`config.mk`:
```
export PLATFORM = sky130hd
export DESIGN_NAME = display_cmd_ctrl
export DESIGN_NICKNAME = d
export VERILOG_FILES = /design/src/rtl/display_cmd_pkg.sv /design/src/rtl/seg_scan.sv /design/src/rtl/display_cmd_ctrl.sv
export SDC_FILE = /design/constraint.sdc
export NUM_CORES = 1
export LEC_CHECK = 0
export BUFFER_PORTS_ARGS = -buffer_cell sky130_fd_sc_hd__buf_4
export CAP_MARGIN = 10
export CORE_MARGIN = 10
export CORE_UTILIZATION = 44
export CTS_CLUSTER_SIZE = 24
export DETAILED_ROUTE_END_ITERATION = 10
export PLACE_DENSITY = 0.6
export SYNTH_ARGS = -nofsm -noshare
export SYNTH_HDL_FRONTEND = slang
export SYNTH_SLANG_ARGS = --single-unit
```
`constraint.sdc`:
```
create_clock -name clock -period 2.49 [get_ports clock]
set_input_delay 0.249 -clock clock [delete_from_list [all_inputs] [get_ports clock]]
set_output_delay 0.249 -clock clock [all_outputs]
set_load 0.01 [all_outputs]
```
`src/rtl/display_cmd_pkg.sv`:
```
// Shared definitions for the UART-driven 7-segment display controller.
// Contents: FSM state type, ASCII protocol characters, blank digit code and
// the digit-code to ASCII helper used for read-back replies.
package display_cmd_pkg;

  typedef enum logic [2:0] {
    ST_IDLE     = 3'd0,
    ST_CAP_B0   = 3'd1,
    ST_WAIT_B1  = 3'd2,
    ST_CAP_B1   = 3'd3,
    ST_CHECK    = 3'd4,
    ST_EXEC     = 3'd5,
    ST_READBACK = 3'd6,
    ST_REPLY    = 3'd7
  } state_t;

  localparam logic [7:0] ASCII_ZERO   = 8'h30;
  localparam logic [7:0] ASCII_NINE   = 8'h39;
  localparam logic [7:0] ASCII_SPACE  = 8'h20;
  localparam logic [7:0] CMD_CLEAR_B0 = 8'h43;  // 'C'
  localparam logic [7:0] CMD_CLEAR_B1 = 8'h21;  // '!'
  localparam logic [7:0] CMD_READ_B0  = 8'h52;  // 'R'
  localparam logic [7:0] CMD_READ_B1  = 8'h3F;  // '?'
  localparam logic [7:0] OK_B0        = 8'h4F;  // 'O'
  localparam logic [7:0] OK_B1        = 8'h6B;  // 'k'
  localparam logic [7:0] ER_B0        = 8'h45;  // 'E'
  localparam logic [7:0] ER_B1        = 8'h72;  // 'r'
  localparam logic [3:0] BLANK_CODE   = 4'hF;

  // A blank digit reads back as a space, anything else as its ASCII numeral.
  function automatic logic [7:0] code_to_ascii(input logic [3:0] code);
    logic [7:0] ch;
    if (code == BLANK_CODE) begin
      ch = ASCII_SPACE;
    end else begin
      ch = ASCII_ZERO + {4'h0, code};
    end
    return ch;
  endfunction

endpackage

```
`src/rtl/seg_scan.sv`:
```
// Multiplexed display scanner: steps through the digits one slot at a time.
// Ports:
//   clock, reset  system clock, synchronous active-high reset
//   numbers       packed digit codes, digit i at [4i+3:4i]
//   dig           one-hot digit enable, digit 0 after reset
//   dig_value     code of the enabled digit, registered alongside dig
module seg_scan
  import display_cmd_pkg::*;
#(
  parameter int NUM_DIGITS = 8,
  parameter int SCAN_DIV   = 5000
) (
  input  logic                    clock,
  input  logic                    reset,
  input  logic [4*NUM_DIGITS-1:0] numbers,
  output logic [NUM_DIGITS-1:0]   dig,
  output logic [3:0]              dig_value
);

  localparam int CNT_W = $clog2(SCAN_DIV);
  localparam int IDX_W = (NUM_DIGITS > 1) ? $clog2(NUM_DIGITS) : 1;
  localparam logic [CNT_W-1:0] CNT_LAST = CNT_W'(SCAN_DIV - 1);
  localparam logic [IDX_W-1:0] IDX_LAST = IDX_W'(NUM_DIGITS - 1);

  logic [CNT_W-1:0]      scan_cnt_r;
  logic [IDX_W-1:0]      idx_r;
  logic [NUM_DIGITS-1:0] dig_r;
  logic [3:0]            dig_value_r;
  logic                  slot_end_s;
  logic [IDX_W-1:0]      idx_next_s;

  // Next digit index: advance at the end of each slot, wrapping at the top digit.
  always_comb begin
    slot_end_s = (scan_cnt_r == CNT_LAST);
    idx_next_s = idx_r;
    if (slot_end_s) begin
      if (idx_r == IDX_LAST) begin
        idx_next_s = '0;
      end else begin
        idx_next_s = idx_r + 1'b1;
      end
    end else begin
      idx_next_s = idx_r;
    end
  end

  // Slot counter, one-hot enable and value register; dig_value follows the
  // next index so it is always aligned with dig.
  always_ff @(posedge clock) begin
    if (reset) begin
      scan_cnt_r  <= '0;
      idx_r       <= '0;
      dig_r       <= NUM_DIGITS'(1'b1);
      dig_value_r <= BLANK_CODE;
    end else begin
      if (slot_end_s) begin
        scan_cnt_r <= '0;
      end else begin
        scan_cnt_r <= scan_cnt_r + 1'b1;
      end
      idx_r       <= idx_next_s;
      dig_r       <= NUM_DIGITS'(1'b1) << idx_next_s;
      dig_value_r <= numbers[{idx_next_s, 2'b00} +: 4];
    end
  end

  assign dig       = dig_r;
  assign dig_value = dig_value_r;

endmodule

```
`src/rtl/display_cmd_ctrl.sv`:
```
// UART command controller for an N-digit multiplexed 7-segment display.
// Pops 2-byte ASCII frames from the RX FIFO, executes digit set / clear-all /
// read-back commands and pushes "Ok", "Er" or read-back text to the TX FIFO.
// Ports:
//   clock, reset         system clock, synchronous active-high reset
//   uart_rx_fifo_*       RX FIFO pop interface (data valid the cycle after read)
//   uart_tx_fifo_*       TX FIFO push interface with full backpressure
//   dig, dig_value       scan outputs (one-hot enable, code of enabled digit)
//   display_numbers      all digit codes, digit i at [4i+3:4i], 4'hF = blank
//   frame_error          one-cycle pulse when an "Er" reply starts
module display_cmd_ctrl
  import display_cmd_pkg::*;
#(
  parameter int NUM_DIGITS     = 8,
  parameter int SCAN_DIV       = 5000,
  parameter int TIMEOUT_CYCLES = 1_000_000
) (
  input  logic                    clock,
  input  logic                    reset,
  input  logic [7:0]              uart_rx_fifo_data,
  output logic                    uart_rx_fifo_read,
  input  logic                    uart_rx_fifo_empty,
  output logic [7:0]              uart_tx_fifo_data,
  output logic                    uart_tx_fifo_write,
  input  logic                    uart_tx_fifo_full,
  output logic [NUM_DIGITS-1:0]   dig,
  output logic [3:0]              dig_value,
  output logic [4*NUM_DIGITS-1:0] display_numbers,
  output logic                    frame_error
);

  localparam int CNT_W = $clog2(NUM_DIGITS + 3);
  localparam int TMO_W = $clog2(TIMEOUT_CYCLES + 1);
  localparam logic [CNT_W-1:0] CNT_RB_LAST = CNT_W'(NUM_DIGITS - 1);
  localparam logic [CNT_W-1:0] CNT_ONE     = CNT_W'(1);
  localparam logic [TMO_W-1:0] TMO_LAST    = TMO_W'(TIMEOUT_CYCLES - 1);

  state_t                  state_r;
  logic [7:0]              b0_r;
  logic [7:0]              b1_r;
  logic [4*NUM_DIGITS-1:0] disp_r;
  logic [4*NUM_DIGITS-1:0] snap_r;
  logic [CNT_W-1:0]        cnt_r;
  logic [TMO_W-1:0]        tmo_cnt_r;
  logic                    reply_ok_r;
  logic                    frame_error_r;

  logic [7:0] digit_off_s;
  logic       digit_cmd_s;
  logic       b1_num_s;
  logic       b1_space_s;
  logic       clear_cmd_s;
  logic       read_cmd_s;
  logic       valid_s;
  logic [3:0] new_code_s;
  logic       rx_read_s;
  logic       tx_active_s;
  logic       tx_write_s;
  logic [7:0] tx_byte_s;

  // Frame decode from the two captured bytes.
  always_comb begin
    digit_off_s = b0_r - ASCII_ZERO;
    digit_cmd_s = (b0_r >= ASCII_ZERO) && (digit_off_s < 8'(NUM_DIGITS));
    b1_num_s    = (b1_r >= ASCII_ZERO) && (b1_r <= ASCII_NINE);
    b1_space_s  = (b1_r == ASCII_SPACE);
    clear_cmd_s = (b0_r == CMD_CLEAR_B0) && (b1_r == CMD_CLEAR_B1);
    read_cmd_s  = (b0_r == CMD_READ_B0) && (b1_r == CMD_READ_B1);
    valid_s     = (digit_cmd_s && (b1_num_s || b1_space_s)) || clear_cmd_s || read_cmd_s;
    if (b1_num_s) begin
      new_code_s = b1_r[3:0];
    end else begin
      new_code_s = BLANK_CODE;
    end
  end

  // RX pop and TX push strobes. Both depend on the FIFO flag of the same
  // cycle, so they are decoded from registered state rather than registered
  // themselves; this keeps a pop off an empty FIFO and a push into a full one
  // impossible.
  always_comb begin
    rx_read_s   = ((state_r == ST_IDLE) || (state_r == ST_WAIT_B1)) && !uart_rx_fifo_empty;
    tx_active_s = (state_r == ST_READBACK) || (state_r == ST_REPLY);
    tx_write_s  = tx_active_s && !uart_tx_fifo_full;
    case (state_r)
      ST_READBACK: tx_byte_s = code_to_ascii(snap_r[4*NUM_DIGITS-1 -: 4]);
      ST_REPLY: begin
        if (reply_ok_r) begin
          tx_byte_s = (cnt_r == '0) ? OK_B0 : OK_B1;
        end else begin
          tx_byte_s = (cnt_r == '0) ? ER_B0 : ER_B1;
        end
      end
      default: tx_byte_s = 8'h00;
    endcase
  end

  // Command FSM, display registers and reply sequencing.
  always_ff @(posedge clock) begin
    if (reset) begin
      state_r       <= ST_IDLE;
      b0_r          <= 8'h00;
      b1_r          <= 8'h00;
      disp_r        <= {NUM_DIGITS{BLANK_CODE}};
      snap_r        <= {NUM_DIGITS{BLANK_CODE}};
      cnt_r         <= '0;
      tmo_cnt_r     <= '0;
      reply_ok_r    <= 1'b0;
      frame_error_r <= 1'b0;
    end else begin
      frame_error_r <= 1'b0;
      case (state_r)
        ST_IDLE: begin
          if (rx_read_s) begin
            state_r <= ST_CAP_B0;
          end else begin
            state_r <= ST_IDLE;
          end
        end
        ST_CAP_B0: begin
          b0_r      <= uart_rx_fifo_data;
          tmo_cnt_r <= '0;
          state_r   <= ST_WAIT_B1;
        end
        ST_WAIT_B1: begin
          // A pop in the expiring cycle still wins over the timeout.
          if (rx_read_s) begin
            state_r <= ST_CAP_B1;
          end else if (tmo_cnt_r == TMO_LAST) begin
            state_r       <= ST_REPLY;
            reply_ok_r    <= 1'b0;
            cnt_r         <= '0;
            frame_error_r <= 1'b1;
            tmo_cnt_r     <= '0;
          end else begin
            tmo_cnt_r <= tmo_cnt_r + 1'b1;
          end
        end
        ST_CAP_B1: begin
          b1_r    <= uart_rx_fifo_data;
          state_r <= ST_CHECK;
        end
        ST_CHECK: begin
          if (valid_s) begin
            state_r <= ST_EXEC;
          end else begin
            state_r       <= ST_REPLY;
            reply_ok_r    <= 1'b0;
            cnt_r         <= '0;
            frame_error_r <= 1'b1;
          end
        end
        ST_EXEC: begin
          if (read_cmd_s) begin
            snap_r  <= disp_r;
            cnt_r   <= '0;
            state_r <= ST_READBACK;
          end else begin
            if (clear_cmd_s) begin
              disp_r <= {NUM_DIGITS{BLANK_CODE}};
            end else begin
              disp_r[{digit_off_s[3:0], 2'b00} +: 4] <= new_code_s;
            end
            reply_ok_r <= 1'b1;
            cnt_r      <= '0;
            state_r    <= ST_REPLY;
          end
        end
        ST_READBACK: begin
          // The snapshot shifts up one digit per sent byte so the top nibble
          // is always the next character, highest digit first.
          if (tx_write_s) begin
            if (cnt_r == CNT_RB_LAST) begin
              state_r    <= ST_REPLY;
              reply_ok_r <= 1'b1;
              cnt_r      <= '0;
            end else begin
              cnt_r  <= cnt_r + 1'b1;
              snap_r <= snap_r << 4;
            end
          end
        end
        ST_REPLY: begin
          if (tx_write_s) begin
            if (cnt_r == CNT_ONE) begin
              state_r <= ST_IDLE;
              cnt_r   <= '0;
            end else begin
              cnt_r <= cnt_r + 1'b1;
            end
          end
        end
        default: state_r <= ST_IDLE;
      endcase
    end
  end

  seg_scan #(
    .NUM_DIGITS (NUM_DIGITS),
    .SCAN_DIV   (SCAN_DIV)
  ) u_seg_scan (
    .clock     (clock),
    .reset     (reset),
    .numbers   (disp_r),
    .dig       (dig),
    .dig_value (dig_value)
  );

  assign uart_rx_fifo_read  = rx_read_s;
  assign uart_tx_fifo_write = tx_write_s;
  assign uart_tx_fifo_data  = tx_byte_s;
  assign display_numbers    = disp_r;
  assign frame_error        = frame_error_r;

endmodule

```
# Yosys cells after proc, flatten, opt, wreduce, memory -nomap -nowiden
# Index checks and enable logic that the tools add are counted.
# word_totals
reg_bits	137
input_bits	12
out_inout_bits	55
wordCells	131
# classes
addsub	7
magnitude_cmp	4
n_eq_ne	29
n_shift	4
muxes	46
bitwise	1
reduce_logical	27
# op_table
operator	n
2-to-1 mux 32 bit	4
case mux 32 bit (2 select lines)	1
2-to-1 mux 20 bit	2
case mux 20 bit (2 select lines)	1
bitwise mux 32 bit	1
2-to-1 mux 4 bit	8
variable shift 4 x 8 -> 32 bit (first input constant)	1
variable part select 32 x 6 -> 4 bit	1
variable part select 4 x 8 -> 32 bit	1
== test 8 x 6 -> 1 bit (second input constant)	3
2-to-1 mux 3 bit	8
case mux 3 bit (8 select lines)	1
adder 20 x 1 -> 20 bit (second input constant)	1
== test 20 bit (second input constant)	1
case mux 4 bit (5 select lines)	1
2-to-1 mux 6 bit	3
== test 8 x 7 -> 1 bit (second input constant)	2
greater-or-equal comparator 8 x 6 -> 1 bit (second input constant)	2
case mux 8 bit (2 select lines)	1
== test 3 bit (second input constant)	5
!= test 2 bit (second input constant)	7
adder 13 x 1 -> 13 bit (second input constant)	1
== test 13 bit (second input constant)	1
2-to-1 mux 1 bit	11
other kinds (34)	50

# Logic depth before layout (Yosys ltp)
# Gate-level depths: netlist of run 1.
# depth
depth_word	8
mapped_depth	10

# Cells and area by module
# From an unflattened synthesis of run 1, not the netlist that was laid out.
# hier_totals
hier_cells	779
hier_area_um2	6587.6
# modules_own_cells
module	instances	cells_each	area_per_inst_um2
display_cmd_ctrl	1	647	5311.3
seg_scan	1	132	1276.2

# Least setup slack after synthesis of run 1
# Ideal clock, no wire load.
# synth_path
path_type	register to register
start	reg b0_r[0]
end	reg disp_r[16] (netlist: display_numbers[16])
arrival_ns	1.911
path_slack_ns	0.462
path_stages_with_launch	10
n_path_buf	1
period_less_slack_ns	2.028
cell_sequence	dfxtp_1 inv_1 ha_1 nor4bb_1 nand4_1 nor2b_1 buf_2 nor2_2 a21oi_1 o22a_1
# synth_via
elab_chain_cells	5
# synth_rtl
element	line	rtl
start: declaration	display_cmd_ctrl.sv:39	logic [7:0] b0_r;
start signal: assignment	display_cmd_ctrl.sv:121	b0_r <= uart_rx_fifo_data;
subtractor 8 x 6 -> 8 bit	display_cmd_ctrl.sv:63	digit_off_s = b0_r - ASCII_ZERO;
negator 6 -> 8 bit	display_cmd_ctrl.sv:162	disp_r[{digit_off_s[3:0], 2'b00} +: 4] <= new_code_s;
variable part select 4 x 8 -> 32 bit / variable shift 4 x 8 -> 32 bit (equally long branches)	display_cmd_ctrl.sv:162	
bitwise mux 32 bit	display_cmd_ctrl.sv:162	
2-to-1 mux 32 bit	display_cmd_ctrl.sv:159	if (clear_cmd_s) begin
end signal: assignment	display_cmd_ctrl.sv:104	disp_r <= {NUM_DIGITS{BLANK_CODE}};
end signal: assignment	display_cmd_ctrl.sv:160	disp_r <= {NUM_DIGITS{BLANK_CODE}};
end signal: indexed assignment	display_cmd_ctrl.sv:162	
end: declaration	display_cmd_ctrl.sv:41	logic [4*NUM_DIGITS-1:0] disp_r;
# Parallel ways exist; a longest one is shown, timed or not.
# A chain may end at the register's enable or synchronous reset.

# Worst setup path after layout of run 1
# layout_path
start	reg b0_r[1]
end	reg disp_r[2] (netlist: display_numbers[2])
# The elaborated chain is that of the path after synthesis.

==> results.py, run 1 <==
metrics = {
    "yosys": {
        "synth_edf_count": 0,
        "yosysSeqAreaShare": 0.428,
        "avgSynthCellArea_um2": 8.36,
        "yosysTopAreaCell": "dfxtp_1",
        "synthAdderAreaFrac": 0.0234,
        "netlist_instances": 767,
        "yosys.area_share.simple": 0.272,
        "synthMuxAreaShare": 0.00683,
        "synth_area_leaders": "dfxtp_1, nand2_1, nor2_1",
        "ys_seq_elements": 137,
        "synth_compound_area_frac": 0.193,
        "netlist_area_um2": 6410,
        "syn-num-nets": 791,
        "synthDistinctLibCells": 71,
        "synth_ff_type": "dfxtp_1",
        "yosysMostFrequentCell": "dfxtp_1",
        "synth_warnings": 0,
        "synth_xor_area_frac": 0.0437,
        "synth_top_family_by_area": "simple AND/OR/NAND/NOR gates",
        "yosys-top-cells-count": "dfxtp_1, nand2_1, nor2_1, o21ai_0, a21oi_1",
        "synth.top_cell.area_share": 0.428,
        "ys_async_sr_fraction": 0,
    },
    "sta": {
        "fin_ws_ns": 0.201,
        "fmax_ghz": 0.437,
        "fin_crit_ns": 2.29,
        "maxSlewViolCount": 0,
        "final.setup.tns_ns": 0,
        "tightest_slew_ns": 0.704,
        "finalCritPeriodShare": 0.919,
        "hold_violations": 0,
        "setup_viol": 0,
        "rsz0062_at_grt": "no",
        "finalClockSkew_ns": 0.0140,
        "slew_headroom": 0.528,
    },
    "clocking": {
        "insertion_delay_ns": 0.43,
        "numCtsBuffers": 17,
        "clk_path_buf_depth": 2,
        "cts.sinks": 137,
        "tritoncts": "done",
        "htree_levels": 4,
        "cts.root.buffer_cell": "clkbuf_16",
        "clkSlewWorstSetupHoldPaths_ns": 0.06,
    },
    "floorplanning": {
        "die_w_um": 141,
        "die_y_um": 141,
        "die-area_um2": 19800,
        "num_io_pins": 67,
        "initial_core_util": 0.445,
        "row_count": 44,
        "core_um2": 14400,
    },
    "power_and_ir_drop": {
        "internal_power_mw": 3.87,
        "pwr-share-clk": 0.491,
        "powerDensity_nw_per_um2": 654,
        "peakVddDrop_mv": 0.530,
        "p_leak_nw": 3.12,
        "swShare": 0.237,
        "switchingPower_mw": 1.20,
        "seqPwrFrac": 0.446,
        "combPwrFrac": 0.063,
    },
    "detailed_routing": {
        "first_pass_iters": 5,
        "drc_errors": 0,
        "ant_nets": 0,
        "drt-initial-drc-count": 421,
        "via_per_inst": 5.61,
        "wl_per_cell_um": 17.0,
        "num_vias": 5799,
        "wirelength_um": 17600,
    },
    "setup_path": {
        "path_max_fanout": 9,
        "critPathRequiredTime_ns": 2.79,
        "cp_slowest_cell": "or3b_2",
        "slowest_delay_ns": 0.51,
        "endpoint_kind": "flop",
        "worstSetupPathType": "flop to flop",
        "worstPathArrival_ns": 2.59,
        "startpoint_type": "flop",
        "path_common_cell": "nand2_1",
        "crit_chain": "inv_1 -> ha_1 -> or3b_2 -> nand3b_1 -> a21oi_1 -> nand2_1 -> o32ai_1 -> nand2_1",
    },
    "finish": {
        "register_area_um2": 2750,
        "multiInputGateArea_um2": 3480,
        "fillers": 1352,
        "postLayoutCoreUtil": 0.537,
        "layout-drive-gt1-share": 0.163,
        "synthToLayoutAreaGrowth_pct": 20.8,
        "nets": 860,
        "diodes": 0,
    },
    "run": {
        "max-cap-violations": 0,
    },
    "global_route": {
        "grtUsageTotal": 0.173,
        "grt_pass1_vias": 5382,
        "grt_pass1_wl_um": 28100,
        "antenna_found_initial": 0,
        "grt_start_max_net_pins": 57,
        "grt_overflow_total": 0,
    },
    "place": {
        "gp_congestion": 0.897,
        "hpwl_um": 12700,
        "dp_slack_ns": 0.202,
        "port_buffers": 65,
    },
    "hold_path": {
        "hold_path_class": "input port to flop",
    },
    "outcome": {
        "status": "finished clean",
    },
}
==> critical path: cells and delay by family, from the launching register on <==
kind | cells | cell delay [ns]
AOI/OAI and AO/OA | 2 | 0.42
adders and majority gates | 1 | 0.29
buffers and inverters | 1 | 0.14
DFF | 1 | 0.39
and+or+nand+nor | 4 | 0.92
==> routing by layer <==
metal | vias to the layer above | track usage | routed length, um
li1 | 2868 | - | -
met1 | 2747 | 0.219 | 8110
met2 | 157 | 0.276 | 8140
met3 | 27 | 0.0484 | 1050
met4 | 0 | 0.0571 | 315
met5 | - | 0 | 0
==> per-stage QoR <==
step	hold slack, ns	power, mW	std cells	instance area [um^2]
after detailed placement	0.461	2.62	1001	7150
final	0.0868	5.06	1033	7750
after CTS	0.0767	5.09	1033	7730
after global placement	0.443	2.61	1001	7150
after floorplan	0.385	2.51	767	6410
after global routing	0.0904	5.22	1033	7750
==> sequential cells by signal (all words and copies together) (netlist names) <==
| register | count |
|---|---|
| frame_error | 1 |
| u_seg_scan.scan_cnt_r | 13 |
| tmo_cnt_r | 20 |
| cnt_r | 4 |
| reply_ok_r | 1 |
| u_seg_scan.idx_r | 3 |
| state_r | 3 |
| u_seg_scan.dig | 8 |
| snap_r | 32 |
| display_numbers | 32 |
| b1_r | 8 |
| b0_r | 8 |
| u_seg_scan.dig_value | 4 |
==> kinds of logic (layout without fill, tap and decap cells) <==
logic type | count (synthesis) | after routing
AOI/OAI and AO/OA | 179 | 179
xor gates and xnor gates | 32 | 32
adders and majority gates | 12 | 12
buffers and inverters | 49 | 131
DFF | 137 | 137
muxes | 4 | 4
other | 1 | 1
and+or+nand+nor | 353 | 353
==> final timing paths <==
kind / cells past startpoint / startpoint / slack, ns / to
hold reg to reg: 1 / u_seg_scan.scan_cnt_r[0] / 0.47 / u_seg_scan.scan_cnt_r[0]
setup / recovery: 8 / b0_r[1] / 0.20 / display_numbers[2]
hold / removal: 3 / uart_rx_fifo_data[6] / 0.09 / b0_r[6]
setup reg to reg: 8 / b0_r[1] / 0.20 / display_numbers[2]
==> layout make-up <==
type,instances,area share
clock buffer,22,0.0599
clock inverter,10,0.0153
inverter,13,0.00630
multi-input combinational,581,0.449
sequential,137,0.354
tap,184,0.0297
timing repair buffer,86,0.0849
==> power groups by stage <==
stage	combinational [mW]	sequential, mW	clock, mW
after floorplan	0.225	2.29	0
after detailed placement	0.312	2.30	0
after CTS	0.315	2.26	2.52
after global placement	0.309	2.30	0
after global routing	0.352	2.26	2.61
final	0.318	2.26	2.49
==> cells in the final DEF (no fill, tap or decap), types with 3 or more instances in the layout <==
master	n
dfxtp_1	135
nand2_1	120
nor2_1	86
buf_4	85
o21ai_0	53
a21oi_1	40
and3_1	35
nand3_1	35
xor2_1	25
clkbuf_16	17
o22a_1	15
nor2b_1	13
inv_1	12
ha_1	12
nand4_1	9
a221oi_1	9
a221o_1	8
xnor2_1	7
nand2b_1	7
a2bb2oi_1	7
nor3b_1	6
nand3b_1	6
o32a_1	6
nor3_1	5
a21o_1	4
o21ai_1	4
o31ai_1	4
a22oi_1	4
o32ai_1	4
nor4bb_1	3
or2_2	3
nor4b_1	3
and2_1	3
mux2i_1	3
clkbuf_1	3
clkinvlp_4	3
==> repair_timing <==
action	in CTS	in global routing
setup buffers	0	0
pin swaps	0	0
hold buffers	0	0
resized for setup	1	3
setup endpoints to repair	2	7
Power figures use the tool's default switching activity.
==> run 2, diff against run 1 <==
--- a/config.mk
+++ b/config.mk
@@ -7,11 +7,11 @@
 export LEC_CHECK = 0
 export BUFFER_PORTS_ARGS = -buffer_cell sky130_fd_sc_hd__buf_4
 export CAP_MARGIN = 10
-export CORE_MARGIN = 10
 export CORE_UTILIZATION = 44
 export CTS_CLUSTER_SIZE = 24
 export DETAILED_ROUTE_END_ITERATION = 10
 export PLACE_DENSITY = 0.6
+export SLEW_MARGIN = 20
 export SYNTH_ARGS = -nofsm -noshare
 export SYNTH_HDL_FRONTEND = slang
 export SYNTH_SLANG_ARGS = --single-unit
==> run 2 against run 1 <==
Against the previous run: sequential share of layout area fell by 0.19 points; highest routed layer unchanged; register-to-register slack barely moved; via count rose by 1.7%; worst setup slack got worse by 0.037 ns; critical path type is now flop to primary output; core utilization rose by 1.7 points; non-clock buffer count rose by 1; largest power group unchanged; worst hold slack improved by 0.0026 ns; clock power rose by 7%; global-route usage rose by 6.4 points; combinational power fell by 1%.
==> results.py, run 2 (synthesis gave the netlist of run 1 again) <==
metrics = {
    "outcome": {
        "status": "finished clean",
    },
    "floorplanning": {
        "initial_core_util": 0.457,
        "die_w_um": 123,
        "num_io_pins": 67,
        "core_um2": 14000,
        "die_y_um": 123,
        "row_count": 43,
        "die-area_um2": 15100,
    },
    "setup_path": {
        "rrSetupSlack_ns": 0.20,
        "path_max_fanout": 29,
        "endpoint_kind": "primary output",
        "worstPathArrival_ns": 2.08,
        "worstSetupPathType": "flop to primary output",
        "critPathRequiredTime_ns": 2.24,
        "startpoint_type": "flop",
    },
    "global_route": {
        "antenna_found_initial": 0,
        "grt_pass1_wl_um": 27400,
        "grtUsageTotal": 0.237,
        "grt_pass1_vias": 5317,
        "grt_overflow_total": 0,
        "grt_start_max_net_pins": 57,
    },
    "clocking": {
        "insertion_delay_ns": 0.42,
        "tritoncts": "done",
        "clk_path_buf_depth": 2,
        "clkSlewWorstSetupHoldPaths_ns": 0.06,
        "htree_levels": 4,
        "numCtsBuffers": 17,
        "post-cts-setup-buffer-count": 0,
        "cts.sinks": 137,
        "cts_hold_buf": 0,
        "cts_resized": 0,
        "cts.root.buffer_cell": "clkbuf_16",
    },
    "finish": {
        "postLayoutCoreUtil": 0.554,
        "nets": 861,
        "diodes": 0,
        "layout-drive-gt1-share": 0.165,
        "final_common_cell": "dfxtp_1",
        "final_cell_mix": "dfxtp_1, nand2_1, nor2_1, buf_4, o21ai_0",
        "synthToLayoutAreaGrowth_pct": 21.4,
    },
    "detailed_routing": {
        "wirelength_um": 17400,
        "dr_wl_met3_um": 990,
        "num_vias": 5896,
        "top_layer_used": "met4",
        "ant_nets": 0,
        "met1_length_um": 7850,
        "first_pass_iters": 5,
        "wl_met2_um": 8170,
        "drc_errors": 0,
        "via_per_inst": 5.72,
        "wl_per_cell_um": 16.9,
        "drt-initial-drc-count": 514,
    },
    "power_and_ir_drop": {
        "peakVddDrop_mv": 0.500,
        "p_leak_nw": 3.14,
        "powerDensity_nw_per_um2": 671,
    },
    "sta": {
        "finalClockSkew_ns": 0.0102,
        "rsz0062_at_grt": "no",
        "slew_headroom": 0.574,
        "fin_ws_ns": 0.164,
        "hold_violations": 0,
        "fmax_ghz": 0.430,
        "fin_crit_ns": 2.33,
        "final.setup.tns_ns": 0,
        "tightest_slew_ns": 0.634,
        "setup_viol": 0,
        "maxSlewViolCount": 0,
        "finalCritPeriodShare": 0.934,
    },
    "place": {
        "port_buffers": 65,
        "hpwl_um": 12400,
        "dp_slack_ns": 0.253,
        "gp_congestion": 0.877,
    },
    "run": {
        "max-cap-violations": 0,
    },
    "hold_path": {
        "hold_path_class": "input port to flop",
    },
}
## run 2: cell types whose count changed in the layout (fill, tap and decap cells not counted), moves of 2 or more
cell and delta:
clkinv_2 -2, inv_6 +2, clkbuf_1 -3, clkinv_4 +4
clkinvlp_4 -2
## run 2: through the flow
stage / hold WS, ns / instance area, um^2 / total power, mW / std cells
after floorplan: 0.385 / 6410 / 2.51 / 767
after global placement: 0.448 / 7150 / 2.61 / 998
after detailed placement: 0.459 / 7150 / 2.62 / 998
after CTS: 0.0745 / 7780 / 5.27 / 1030
after global routing: 0.0916 / 7780 / 5.42 / 1030
final: 0.0894 / 7780 / 5.23 / 1030
## run 2: final cells by class
cell class              instances  area [um^2]
inverters                      13         48.8
flip-flops and latches        137         2740
clock inverters                14          188
well taps                     180          225
fillers                      1314         6260
repair buffers                 87          666
clock buffers                  18          439
multi-input cells             581         3470
## run 2: path summary, 6_finish.rpt
path                            start  cells past startpoint                        to
max                        state_r[0]                      5      uart_tx_fifo_data[2]
min              uart_rx_fifo_data[7]                      3                   b0_r[7]
max reg2reg  u_seg_scan.scan_cnt_r[0]                      7   u_seg_scan.dig_value[2]
min reg2reg  u_seg_scan.scan_cnt_r[0]                      1  u_seg_scan.scan_cnt_r[0]
## run 2: report_power, final
part	switching, mW	internal [mW]	leakage, nW
clock	1.03	1.63	0.304
sequential	0.0401	2.22	1.11
combinational	0.195	0.118	1.73
## run 2: worst max-delay path: stages (launching register included)
cell      delay, ns
dfxtp_1        0.64
nand3b_1       0.20
buf_4          0.31
a41oi_2        0.11
a22o_1         0.26
buf_4          0.14
## run 2: layer usage
metal,vias to the layer above,global-route usage
li1,2879,-
met4,0,0.0892
met3,26,0.0562
met1,2817,0.307
met2,174,0.379
met5,-,0
